File: config.mk
export PLATFORM = sky130hd
export DESIGN_NAME = csa_accum_seq_flat
export DESIGN_NICKNAME = d
export VERILOG_FILES = /design/src/rtl/csa_accum_seq_if.sv /design/src/rtl/csa_accum_seq.sv /design/src/flat_wrapper.sv
export SDC_FILE = /design/constraint.sdc
export NUM_CORES = 1
export LEC_CHECK = 0
export CAP_MARGIN = 20
export CELL_PAD_IN_SITES_DETAIL_PLACEMENT = 1
export CELL_PAD_IN_SITES_GLOBAL_PLACEMENT = 1
export CORE_MARGIN = 2
export CORE_UTILIZATION = 40
export CTS_CLUSTER_SIZE = 28
export DETAILED_ROUTE_END_ITERATION = 10
export PLACE_DENSITY_LB_ADDON = 0.05
export REMOVE_ABC_BUFFERS = 1
export SYNTH_ARGS = -nofsm -noshare
export SYNTH_HDL_FRONTEND = slang
export SYNTH_SLANG_ARGS = --single-unit
File: constraint.sdc
create_clock -name clk -period 3.45 [get_ports clk]
set_input_delay 0.8625 -clock clk [delete_from_list [all_inputs] [get_ports clk]]
set_output_delay 0.8625 -clock clk [all_outputs]
set_load 0.01 [all_outputs]
File: src/rtl/csa_accum_seq_if.sv
// Operand-in / result-out handshake bundle for csa_accum_seq.
// The slave side is the accumulator. The master side is the producer and consumer.
interface csa_accum_seq_if #(
   parameter int BITS  = 64,
   parameter int GUARD = 8
);
   localparam int W = BITS + GUARD;

   logic            in_valid;
   logic            in_ready;
   logic [BITS-1:0] in_data;
   logic            in_last;
   logic            out_valid;
   logic            out_ready;
   logic [W-1:0]    out_sum;
   logic [15:0]     out_count;

   modport master (
      output in_valid, in_data, in_last, out_ready,
      input  in_ready, out_valid, out_sum, out_count
   );

   modport slave (
      input  in_valid, in_data, in_last, out_ready,
      output in_ready, out_valid, out_sum, out_count
   );
endinterface

File: src/rtl/csa_accum_seq.sv
// Multi-operand accumulator. The running total is kept in carry-save form,
// and one ripple-add resolve cycle runs after the beat marked last.
module csa_accum_seq #(
   parameter int BITS  = 64,
   parameter int GUARD = 8
) (
   input  logic            clk,
   input  logic            reset_n,
   input  logic            flush,
   csa_accum_seq_if.slave  io
);
   localparam int W = BITS + GUARD;

   typedef enum logic [1:0] {ACC, RESOLVE, DONE} state_t;

   state_t         state_q, state_d;
   logic [W-1:0]   s_q, c_q, res_q;
   logic [W-1:0]   x, maj;
   logic [15:0]    cnt_q;
   logic           acc_fire, out_fire;

   assign x        = {{GUARD{1'b0}}, io.in_data};
   assign maj      = (s_q & c_q) | (s_q & x) | (c_q & x);
   assign acc_fire = io.in_valid & (state_q == ACC);
   assign out_fire = io.out_ready & (state_q == DONE);

   always_ff @(posedge clk or negedge reset_n) begin
      if (!reset_n) state_q <= ACC;
      else          state_q <= state_d;
   end

   always_comb begin
      state_d = state_q;
      case (state_q)
         ACC:     if (acc_fire && io.in_last) state_d = RESOLVE;
         RESOLVE: state_d = DONE;
         DONE:    if (out_fire) state_d = ACC;
         default: state_d = ACC;
      endcase
      if (flush) state_d = ACC;
   end

   // Outputs are decoded only from state and registers. No input reaches them combinationally.
   always_comb begin
      io.in_ready  = (state_q == ACC);
      io.out_valid = (state_q == DONE);
      io.out_sum   = res_q;
      io.out_count = cnt_q;
   end

   always_ff @(posedge clk or negedge reset_n) begin
      if (!reset_n) begin
         s_q   <= '0;
         c_q   <= '0;
         cnt_q <= '0;
         res_q <= '0;
      end else if (flush) begin
         // res_q is kept. It is not visible because out_valid is low in ACC.
         s_q   <= '0;
         c_q   <= '0;
         cnt_q <= '0;
      end else begin
         case (state_q)
            ACC: if (acc_fire) begin
               s_q   <= s_q ^ c_q ^ x;
               c_q   <= {maj[W-2:0], 1'b0};
               cnt_q <= (cnt_q == 16'hFFFF) ? cnt_q : cnt_q + 16'd1;
            end
            RESOLVE: res_q <= s_q + c_q;
            DONE: if (out_fire) begin
               s_q   <= '0;
               c_q   <= '0;
               cnt_q <= '0;
            end
            default: ;
         endcase
      end
   end
endmodule

File: src/flat_wrapper.sv
// flat-port wrapper written by rule: the top's interface ports become plain ports
module csa_accum_seq_flat 
#(
   parameter int BITS  = 64,
   parameter int GUARD = 8
)
  (clk, reset_n, flush, io_in_valid, io_in_data, io_in_last, io_out_ready, io_in_ready, io_out_valid, io_out_sum, io_out_count);
  csa_accum_seq_if #(.BITS(BITS), .GUARD(GUARD)) io_i ();
  input  logic clk;
  input  logic reset_n;
  input  logic flush;
  input wire logic [$bits(io_i.in_valid)-1:0] io_in_valid;
  input wire logic [$bits(io_i.in_data)-1:0] io_in_data;
  input wire logic [$bits(io_i.in_last)-1:0] io_in_last;
  input wire logic [$bits(io_i.out_ready)-1:0] io_out_ready;
  output wire logic [$bits(io_i.in_ready)-1:0] io_in_ready;
  output wire logic [$bits(io_i.out_valid)-1:0] io_out_valid;
  output wire logic [$bits(io_i.out_sum)-1:0] io_out_sum;
  output wire logic [$bits(io_i.out_count)-1:0] io_out_count;
  assign io_i.in_valid = io_in_valid;
  assign io_i.in_data = io_in_data;
  assign io_i.in_last = io_in_last;
  assign io_i.out_ready = io_out_ready;
  assign io_in_ready = io_i.in_ready;
  assign io_out_valid = io_i.out_valid;
  assign io_out_sum = io_i.out_sum;
  assign io_out_count = io_i.out_count;
  csa_accum_seq #(.BITS(BITS), .GUARD(GUARD)) u_core (.clk(clk), .reset_n(reset_n), .flush(flush), .io(io_i));
endmodule
# After elaboration in Yosys (flattened, before gate mapping)
# Index checks and enable logic that the tools add are counted.
dict set report totals {
  register_bits 234
  in_bits 70
  wordCells 47
}
dict set report classes {
  n_mux 16
  n_eq_ne 7
  reduce_logical 7
  add_sub_neg 2
  n_bitwise 10
}
# operator count
set op_table {}
lappend op_table {{two-way mux 72 bit} 5}
lappend op_table {{one-hot mux 72 bit (2 select lines)} 2}
lappend op_table {{AND 71 x 64 -> 71 bit} 2}
lappend op_table {{OR 71 bit} 2}
lappend op_table {{adder 72 bit} 1}
lappend op_table {{bitwise XOR 72 x 64 -> 72 bit} 1}
lappend op_table {{bitwise XOR 72 bit} 1}
lappend op_table {{AND 71 bit} 1}
lappend op_table {{two-way mux 16 bit} 4}
lappend op_table {{one-hot mux 16 bit (2 select lines)} 1}
lappend op_table {{adder 16 x 1 -> 16 bit (second input constant)} 1}
lappend op_table {{== test 16 bit (second input constant)} 1}
lappend op_table {{!= test 3 x 2 -> 1 bit (second input constant)} 3}
lappend op_table {{two-way mux 2 bit} 3}
lappend op_table {{one-hot mux 2 bit (3 select lines)} 1}
lappend op_table {{AND reduction 2 bit} 2}
lappend op_table {{AND reduction 4 bit} 1}
lappend op_table {{!= test 3 bit (second input constant)} 1}
lappend op_table {{AND reduction 3 bit} 1}
lappend op_table {{nonzero test 3 bit} 1}
lappend op_table {{AND 1 bit} 2}
lappend op_table {{== test 2 x 1 -> 1 bit (second input constant)} 1}
lappend op_table {{== test 2 bit (second input constant)} 1}
lappend op_table {{zero test 2 bit} 1}
lappend op_table {{other kinds (2)} 2}

# Longest topological paths before layout
# Gate-level depths: netlist of the first run.
dict set report depth {
  word_depth 6
  ltp_mapped 12
  ltp_nobuf 12
}

# Worst setup path after synthesis of the first run
# Ideal clock, no wire load.
dict set report synth_path {
  path_kind {reg2reg}
  startpoint {reg u_core.c_q[13]}
  endpoint {reg u_core.res_q[67] (netlist: u_core.io.out_sum[67])}
  slack_ns 0.446
  arrival_ns 2.935
  path_stages_with_launch 13
  setup_time_ns 0.069
  path_cell_list {dfrtp_1 > ha_1 > buf_2 > and4_4 > and2b_1 > or2_1 > a31oi_2 > o311ai_4 > a21oi_2 > o31a_1 > o41a_1 > or4_1 > nand3_1}
}
dict set report synth_between {
  elab_chain_cells 1
}
# element line_no
set synth_rtl {}
lappend synth_rtl {{from (decl)} csa_accum_seq.sv:17} ;# logic [W-1:0] s_q, c_q, res_q;
lappend synth_rtl {{from (signal assigned)} csa_accum_seq.sv:66} ;# c_q <= {maj[W-2:0], 1'b0};
lappend synth_rtl {{adder 72 bit} csa_accum_seq.sv:69} ;# RESOLVE: res_q <= s_q + c_q;
lappend synth_rtl {{to (signal assigned)} csa_accum_seq.sv:69}
lappend synth_rtl {{to (decl)} csa_accum_seq.sv:17}
# No other way between the ends.
# A chain may end at the register's enable or synchronous reset.

# Worst setup path in the final report of the first run
dict set report layout_path {
  startpoint {reg u_core.s_q[12]}
  endpoint {reg u_core.res_q[67] (netlist: u_core.io.out_sum[67])}
}
dict set report layout_between {
  elab_chain_cells 1
}
# element line_no
set layout_rtl {}
lappend layout_rtl {{from (decl)} csa_accum_seq.sv:17}
lappend layout_rtl {{from (signal assigned)} csa_accum_seq.sv:65} ;# s_q <= s_q ^ c_q ^ x;
lappend layout_rtl {{adder 72 bit} csa_accum_seq.sv:69}
# No other way between the ends.

==> results of run 1 <==
stage by stage:
step	cell area [sq um]	setup WS, ns
4_1_cts	18100	0.0228
3_5_place_dp	17100	-0.129
2_1_floorplan	14400	-3.16
3_3_place_gp	17100	-0.0590
5_1_grt	18200	-0.0372
6_report	18200	0.138
registers in the layout, indices dropped and copies added, names as in the netlist:
register,cells
u_core.io.out_sum,72
u_core.s_q,72
u_core.c_q,71
u_core.io.out_count,16
u_core.state_q,2
routing by layer:
layer	vias up	GRT usage	routed length, um
li1	6223	-	-
met1	6502	0.342	21500
met2	196	0.378	20600
met3	44	0.0264	1470
met4	0	0.0466	639
met5	-	0	0
cell usage in the layout, fill, tap and decap left out, types with 6 or more instances in the layout:
master	count
nand3_1	155
clkinv_2	6
a21o_1	35
nand2_1	445
ha_1	69
clkdlybuf4s50_1	158
nand2b_1	6
nor2_1	81
o31ai_1	9
o211ai_1	6
clkbuf_8	9
clkbuf_16	29
xnor2_1	31
dfrtp_1	233
clkbuf_1	7
fa_1	64
o21ai_0	116
a31oi_1	8
a21oi_1	98
and3_1	17
buf_4	53
o21bai_1	15
inv_1	25
o21ai_1	23
nor3_1	12
a211oi_1	6
o21a_1	15
xor2_1	31
nand4_1	40
buf_12	8
timing repair:
| item | in CTS | in global routing |
|---|---|---|
| endpoints found under the hold margin | 0 | 0 |
| setup endpoints to repair | 4 | 15 |
| buffers inserted | 0 | 3 |
| pin swaps | 2 | 4 |
| gates resized for setup | 5 | 16 |
| gates cloned | 0 | 0 |
power groups by stage:
stage	logic [mW]	registers, mW	clock network (mW)
after floorplan	1.55	3.77	0
after global placement	3.08	3.72	0
after detailed placement	3.15	3.75	0
after CTS	3.19	3.71	3.11
after global routing	3.54	3.78	3.21
final	3.17	3.70	3.04
cell usage after synthesis (6+ instances only):
cell type	n	share of area
nand2_1	445	0.11
xnor2_1	31	0.018
o21ai_1	25	0.0085
inv_1	25	0.0063
buf_2	10	0.0034
o21a_1	15	0.0076
nand2b_1	6	0.0025
nand3_1	156	0.053
and3_1	17	0.0072
a31oi_1	8	0.0034
nor2_1	83	0.021
nor3_1	12	0.0041
a21o_1	35	0.018
ha_1	72	0.061
o21ai_0	116	0.039
a211oi_1	8	0.0041
buf_1	11	0.0028
o31ai_1	10	0.0051
a21oi_1	101	0.034
nand4_1	40	0.017
dfrtp_1	233	0.39
fa_1	64	0.087
o211ai_1	6	0.0030
xor2_1	31	0.018
clkbuf_1	90	0.023
o21bai_1	16	0.0081
cell type report:
| cell class | instances | area, sq um | share of cell area |
|---|---|---|---|
| clock buffer | 45 | 876 | 0.0482 |
| clock inverter | 8 | 68.8 | 0.00378 |
| inverter | 25 | 93.8 | 0.00516 |
| multi-input combinational | 1360 | 8580 | 0.472 |
| sequential | 233 | 5830 | 0.321 |
| tap | 468 | 586 | 0.0322 |
| timing repair buffer | 220 | 2150 | 0.118 |
worst register-to-register path, cell delays in order, from the launching register on:
cell and delay (ns):
dfrtp_1 0.43, ha_2 0.43, and4_4 0.27, and2b_1 0.15
or2_1 0.15, a31oi_4 0.06, o311ai_4 0.31, a21oi_2 0.12
o31a_1 0.34, o41a_1 0.50, or4_1 0.43, nand3_1 0.08
how the worst min path moves through the flow:
stage / start / endpoint / slack (ns) / cells after the start
after floorplan: u_core.s_q[64]$_DFFE_PN0P_ / u_core.s_q[64]$_DFFE_PN0P_ / 0.44 / 2
after global placement: u_core.s_q[69]$_DFFE_PN0P_ / u_core.s_q[69]$_DFFE_PN0P_ / 0.45 / 2
after detailed placement: u_core.s_q[68]$_DFFE_PN0P_ / u_core.s_q[68]$_DFFE_PN0P_ / 0.46 / 2
after CTS: reset_n / u_core.io.out_sum[20]$_DFFE_PN0P_ / 0.31 / 1
after global routing: reset_n / u_core.io.out_sum[19]$_DFFE_PN0P_ / 0.33 / 1
final: reset_n / u_core.io.out_sum[20]$_DFFE_PN0P_ / 0.26 / 1
cells by family (layout without fill, tap and decap cells):
family | Yosys count | in the layout | share of synthesized area
buf+inv | 136 | 298 | 0.0353
xor+xnor | 62 | 62 | 0.0367
flops | 233 | 233 | 0.394
mux | 6 | 6 | 0.00431
compound gates | 374 | 374 | 0.153
fa+ha+maj | 136 | 136 | 0.147
simple gates | 782 | 782 | 0.229
==> impl_metrics.csv, run 1 <==
group,metric,value,unit
synth,synth_ff_type,"dfrtp_1",
sta,hold_viol,0,
global_route,grt_max_degree,146,
global_route,antenna_found_initial,1,
global_route,globalRouteTotalUtil,0.234,
drt,drc,0,
worst_setup_path,path_delay_family,"compound AO/OA/AOI/OAI gates",
cts,clockRootBuffer,"clkbuf_16",
die,ios,160,
die,die_x,196,um
synth,synth-seq-cells,233,
power,p_int,6.51,mW
power,p_leak,8.71,nW
sta,max_freq,302,MHz
die,die_h,196,um
sta,rsz0062_at_grt,"yes",
synth,synth_warnings,0,
worst_setup_path,critical_path.endpoint,"u_core.io.out_sum[67]$_DFFE_PN0P_",
sta,worst_pin_slew,0.765,ns
sta,setup_viol,0,
die,start_util,0.405,
worst_setup_path,r2r-start,"u_core.s_q[12]$_DFFE_PN0P_",
cells_and_area,area_growth,22.9,%
power,switching_share,0.342,
worst_hold_path,hold_class,"input port to async pin",
sta,fin_worst_skew,0.0142,ns
worst_setup_path,crit_path_start,"u_core.s_q[12]$_DFFE_PN0P_",
drt,vias,12965,
cts,hold_buffers,0,
cells_and_area,final_util,0.498,
place,place_inst,2303,
cells_and_area,nets,2075,
synth,synth.cell_area,14800,sq um
drt,wl,44200,um
cts,cts_tree,"built",
cells_and_area,insertedDiodeCount,0,
sta,slew_violations,0,
worst_setup_path,rr_worst_depth,11,
synth,synthArstFlopShare,1.00,
sta,final.setup.tns,0,ns
worst_setup_path,path_cells,"ha_2 > and4_4 > and2b_1 > or2_1 > a31oi_4 > o311ai_4 > a21oi_2 > o31a_1 > o41a_1 > or4_1 > nand3_1",
drt,initialDrtViolationCount,647,
worst_setup_path,max_stage_delay,0.49,ns
drt,viasPerCell,5.50,
synth,postSynthCellCount,1729,
cts,numCtsBuffers,29,
power,clock_power_share,0.307,
drt,dr.pass1.iters,5,
worst_setup_path,r2r_setup_slack,0.14,ns
run_status,status,"finished clean",
synth,synth-seq-area-share,0.394,
drt,ant_nets,0,
place,hpwlAfterDp,32000,um
power,ir_drop,351,uV
global_route,grt_pass1_wl,73200,um
drt,wl_per_cell,18.7,um
die,dieArea,38500,sq um
worst_setup_path,cp.required,3.95,ns
global_route,grt-ovfl-total,0,
sta,fin_crit_sh,0.960,
place,gp_congestion,0.810,
cts,path_clk_slew,0.06,ns
worst_setup_path,arrival,3.81,ns
cts,clock-sinks,233,
sta,slew_headroom,0.484,
power,combPwrFrac,0.320,
worst_setup_path,worstSetupPathType,"flop to flop",
worst_setup_path,rr_endpoint,"u_core.io.out_sum[67]$_DFFE_PN0P_",
sta,whs,0.264,ns
sta,finalCriticalPeriod,3.31,ns
cts,htreeDepth,1,
power,power_density,545,nW/um^2
worst_setup_path,path_buf_inv,0,
worst_setup_path,worst_path_max_delay_cell,"o41a_1",
run,cap_violations,0,
die,rows,70,
die,core_area,36500,sq um
synth,postSynthAreaPerCell,8.56,sq um
power,power.switching,3.39,mW
cells_and_area,n_fill_cell,4309,
synth,synth-edff-count,0,
worst_setup_path,critPathMaxFanout,7,
place,numPortBuffers,159,
global_route,grt_pass1_vias,13620,
worst_setup_path,cp-start-kind,"flop",
cells_and_area,final_cells,2359,
power,power,9.90,mW
cts,worstSkewPairLatency,0.56,ns
synth,synth.distinct_cells,63,
cts,cts_buffer_depth,3,
worst_setup_path,crit_path_end_kind,"flop",
worst_setup_path,crit_cells,11,
cells_and_area,drive_gt1_frac,0.0746,
power,p_seq_frac,0.374,
(Power assumes the default switching activity.)
==> inputs of run 2 (changes only) <==
--- a/config.mk
+++ b/config.mk
@@ -5,6 +5,7 @@
 export SDC_FILE = /design/constraint.sdc
 export NUM_CORES = 1
 export LEC_CHECK = 0
+export ABC_CLOCK_PERIOD_IN_PS = 3450
 export CAP_MARGIN = 20
 export CELL_PAD_IN_SITES_DETAIL_PLACEMENT = 1
 export CELL_PAD_IN_SITES_GLOBAL_PLACEMENT = 1
==> results of run 2 <==
The final DEF is identical to that of run 1; final timing and power are the same.
==> inputs of run 3 (changes only) <==
--- a/config.mk
+++ b/config.mk
@@ -10,7 +10,8 @@
 export CELL_PAD_IN_SITES_DETAIL_PLACEMENT = 1
 export CELL_PAD_IN_SITES_GLOBAL_PLACEMENT = 1
 export CORE_MARGIN = 2
-export CORE_UTILIZATION = 40
+export CORE_UTILIZATION = 44
+export CTS_CLUSTER_DIAMETER = 60
 export CTS_CLUSTER_SIZE = 28
 export DETAILED_ROUTE_END_ITERATION = 10
 export PLACE_DENSITY_LB_ADDON = 0.05
==> impl_metrics.csv, run 3 (synthesis results as in run 1) <==
group,metric,value,unit
run_status,status,"finished clean",
cells_and_area,layout_commonest_cell,"nand2_1",
worst_setup_path,rr_endpoint,"u_core.io.out_sum[54]$_DFFE_PN0P_",
place,gp_congestion,0.832,
worst_setup_path,cp.required,3.89,ns
die,core_area,33400,sq um
sta,fin_worst_skew,0.0205,ns
die,start_util,0.443,
sta,rsz0062_at_grt,"yes",
cts,cts_buffer_depth,3,
drt,dr.pass1.iters,5,
cts,clockRootBuffer,"clkbuf_16",
global_route,grt_pass1_vias,13961,
sta,hold_viol,0,
run,cap_violations,0,
drt,wl,43700,um
place,numPortBuffers,159,
cells_and_area,insertedDiodeCount,0,
worst_setup_path,cp-start-kind,"flop",
drt,vias,13100,
sta,slew_headroom,0.466,
sta,finalCriticalPeriod,3.28,ns
place,place_area,17100,sq um
power,power_density,550,nW/um^2
worst_setup_path,worstSetupPathType,"flop to flop",
die,die_h,187,um
worst_setup_path,r2r_setup_slack,0.17,ns
drt,wl_per_cell,18.7,um
cells_and_area,mostFrequentLayoutCells,"nand2_1 (445), dfrtp_1 (233), clkdlybuf4s50_1 (158), nand3_1 (155), o21ai_0 (115)",
place,hpwlAfterDp,31700,um
cts,worstSkewPairLatency,0.56,ns
sta,whs,0.232,ns
cts,hold_buffers,0,
die,rows,67,
cts,path_clk_slew,0.07,ns
drt,initialDrtViolationCount,637,
global_route,antenna_found_initial,0,
die,ios,160,
worst_hold_path,hold_class,"input port to async pin",
drt,drc,0,
cts,clock-sinks,233,
cells_and_area,area_growth,22.9,%
global_route,grt-ovfl-total,0,
die,dieArea,35100,sq um
worst_setup_path,critPathMaxFanout,5,
global_route,globalRouteTotalUtil,0.253,
global_route,grt_max_degree,146,
worst_setup_path,crit_path_end_kind,"flop",
cells_and_area,fin_area,18200,sq um
cts,htreeDepth,1,
sta,max_freq,305,MHz
cells_and_area,nets,2075,
sta,worst_pin_slew,0.802,ns
sta,slew_violations,0,
worst_setup_path,rr_worst_depth,12,
cts,cts_tree,"built",
drt,ant_nets,0,
power,ir_drop,379,uV
global_route,grt_pass1_wl,73000,um
place,place_inst,2287,
power,p_leak,8.72,nW
cts,numCtsBuffers,27,
power,power,10.0,mW
cells_and_area,final_cells,2338,
worst_setup_path,arrival,3.72,ns
sta,fin_crit_sh,0.950,
worst_setup_path,r2r-start,"u_core.c_q[7]$_DFFE_PN0P_",
drt,viasPerCell,5.60,
die,die_x,187,um
cells_and_area,drive_gt1_frac,0.0772,
sta,setup_viol,0,
cells_and_area,final_util,0.545,
## run 3: power by group
part,internal [mW],leakage [nW],switching (mW)
Sequential,3.25,3.10,0.450
Clock,1.73,0.473,1.39
Combinational,1.46,5.15,1.72
Total,6.44,8.72,3.55
## run 3: repair_timing
| item | 4_1_cts | 5_1_grt |
|---|---|---|
| setup endpoints to repair | 4 | 19 |
| setup buffers | 0 | 1 |
| gates resized for setup | 2 | 17 |
| pin swaps | 0 | 5 |
## run 3: final cells by class
| type | count | area, sq um |
|---|---|---|
| tap | 448 | 561 |
| clock buffer | 27 | 676 |
| clock inverter | 23 | 292 |
| timing repair buffer | 222 | 2170 |
| fill | 3963 | 15200 |
| inverter | 25 | 93.8 |
| multi-input combinational | 1360 | 8560 |
| sequential | 233 | 5830 |
## run 3: layer usage
| layer | vias up | global-route usage | routed length, um |
|---|---|---|---|
| li1 | 6231 | - | - |
| met1 | 6614 | 0.358 | 20900 |
| met2 | 198 | 0.418 | 20500 |
| met3 | 57 | 0.0291 | 1520 |
| met4 | 0 | 0.0551 | 839 |
| met5 | - | 0 | 0 |
## run 3: per-stage QoR
step | setup TNS [ns] | worst slack, ns
final | 0 | 0.171
after global routing | 0 | 0.00892
after CTS | 0 | 0.0181
after detailed placement | -0.0644 | -0.0394
after global placement | 0 | 0.0753
after floorplan | -379.41 | -3.16
## run 3: worst max-delay path by stage
stage	from	cells past startpoint	slack, ns	end
2_1_floorplan	io_out_ready	6	-3.16	u_core.io.out_count[0]$_DFFE_PN0P_
5_1_grt	u_core.c_q[20]$_DFFE_PN0P_	12	0.009	u_core.io.out_sum[68]$_DFFE_PN0P_
6_report	u_core.c_q[7]$_DFFE_PN0P_	12	0.17	u_core.io.out_sum[54]$_DFFE_PN0P_
3_3_place_gp	u_core.c_q[1]$_DFFE_PN0P_	12	0.08	u_core.io.out_sum[65]$_DFFE_PN0P_
3_5_place_dp	u_core.s_q[1]$_DFFE_PN0P_	12	-0.04	u_core.io.out_sum[65]$_DFFE_PN0P_
4_1_cts	u_core.c_q[1]$_DFFE_PN0P_	12	0.02	u_core.io.out_sum[65]$_DFFE_PN0P_
## run 3: worst max-delay path, stage by stage (launching register included)
cell and delay [ns]:
dfrtp_1 0.41, ha_1 0.33, buf_4 0.16, a2111o_1 0.40, o21ai_2 0.21, a21oi_1 0.16, o21a_1 0.27, a311oi_2 0.42
o21ai_2 0.17, a211oi_1 0.24, buf_4 0.17, xnor2_1 0.12, o21ai_1 0.09
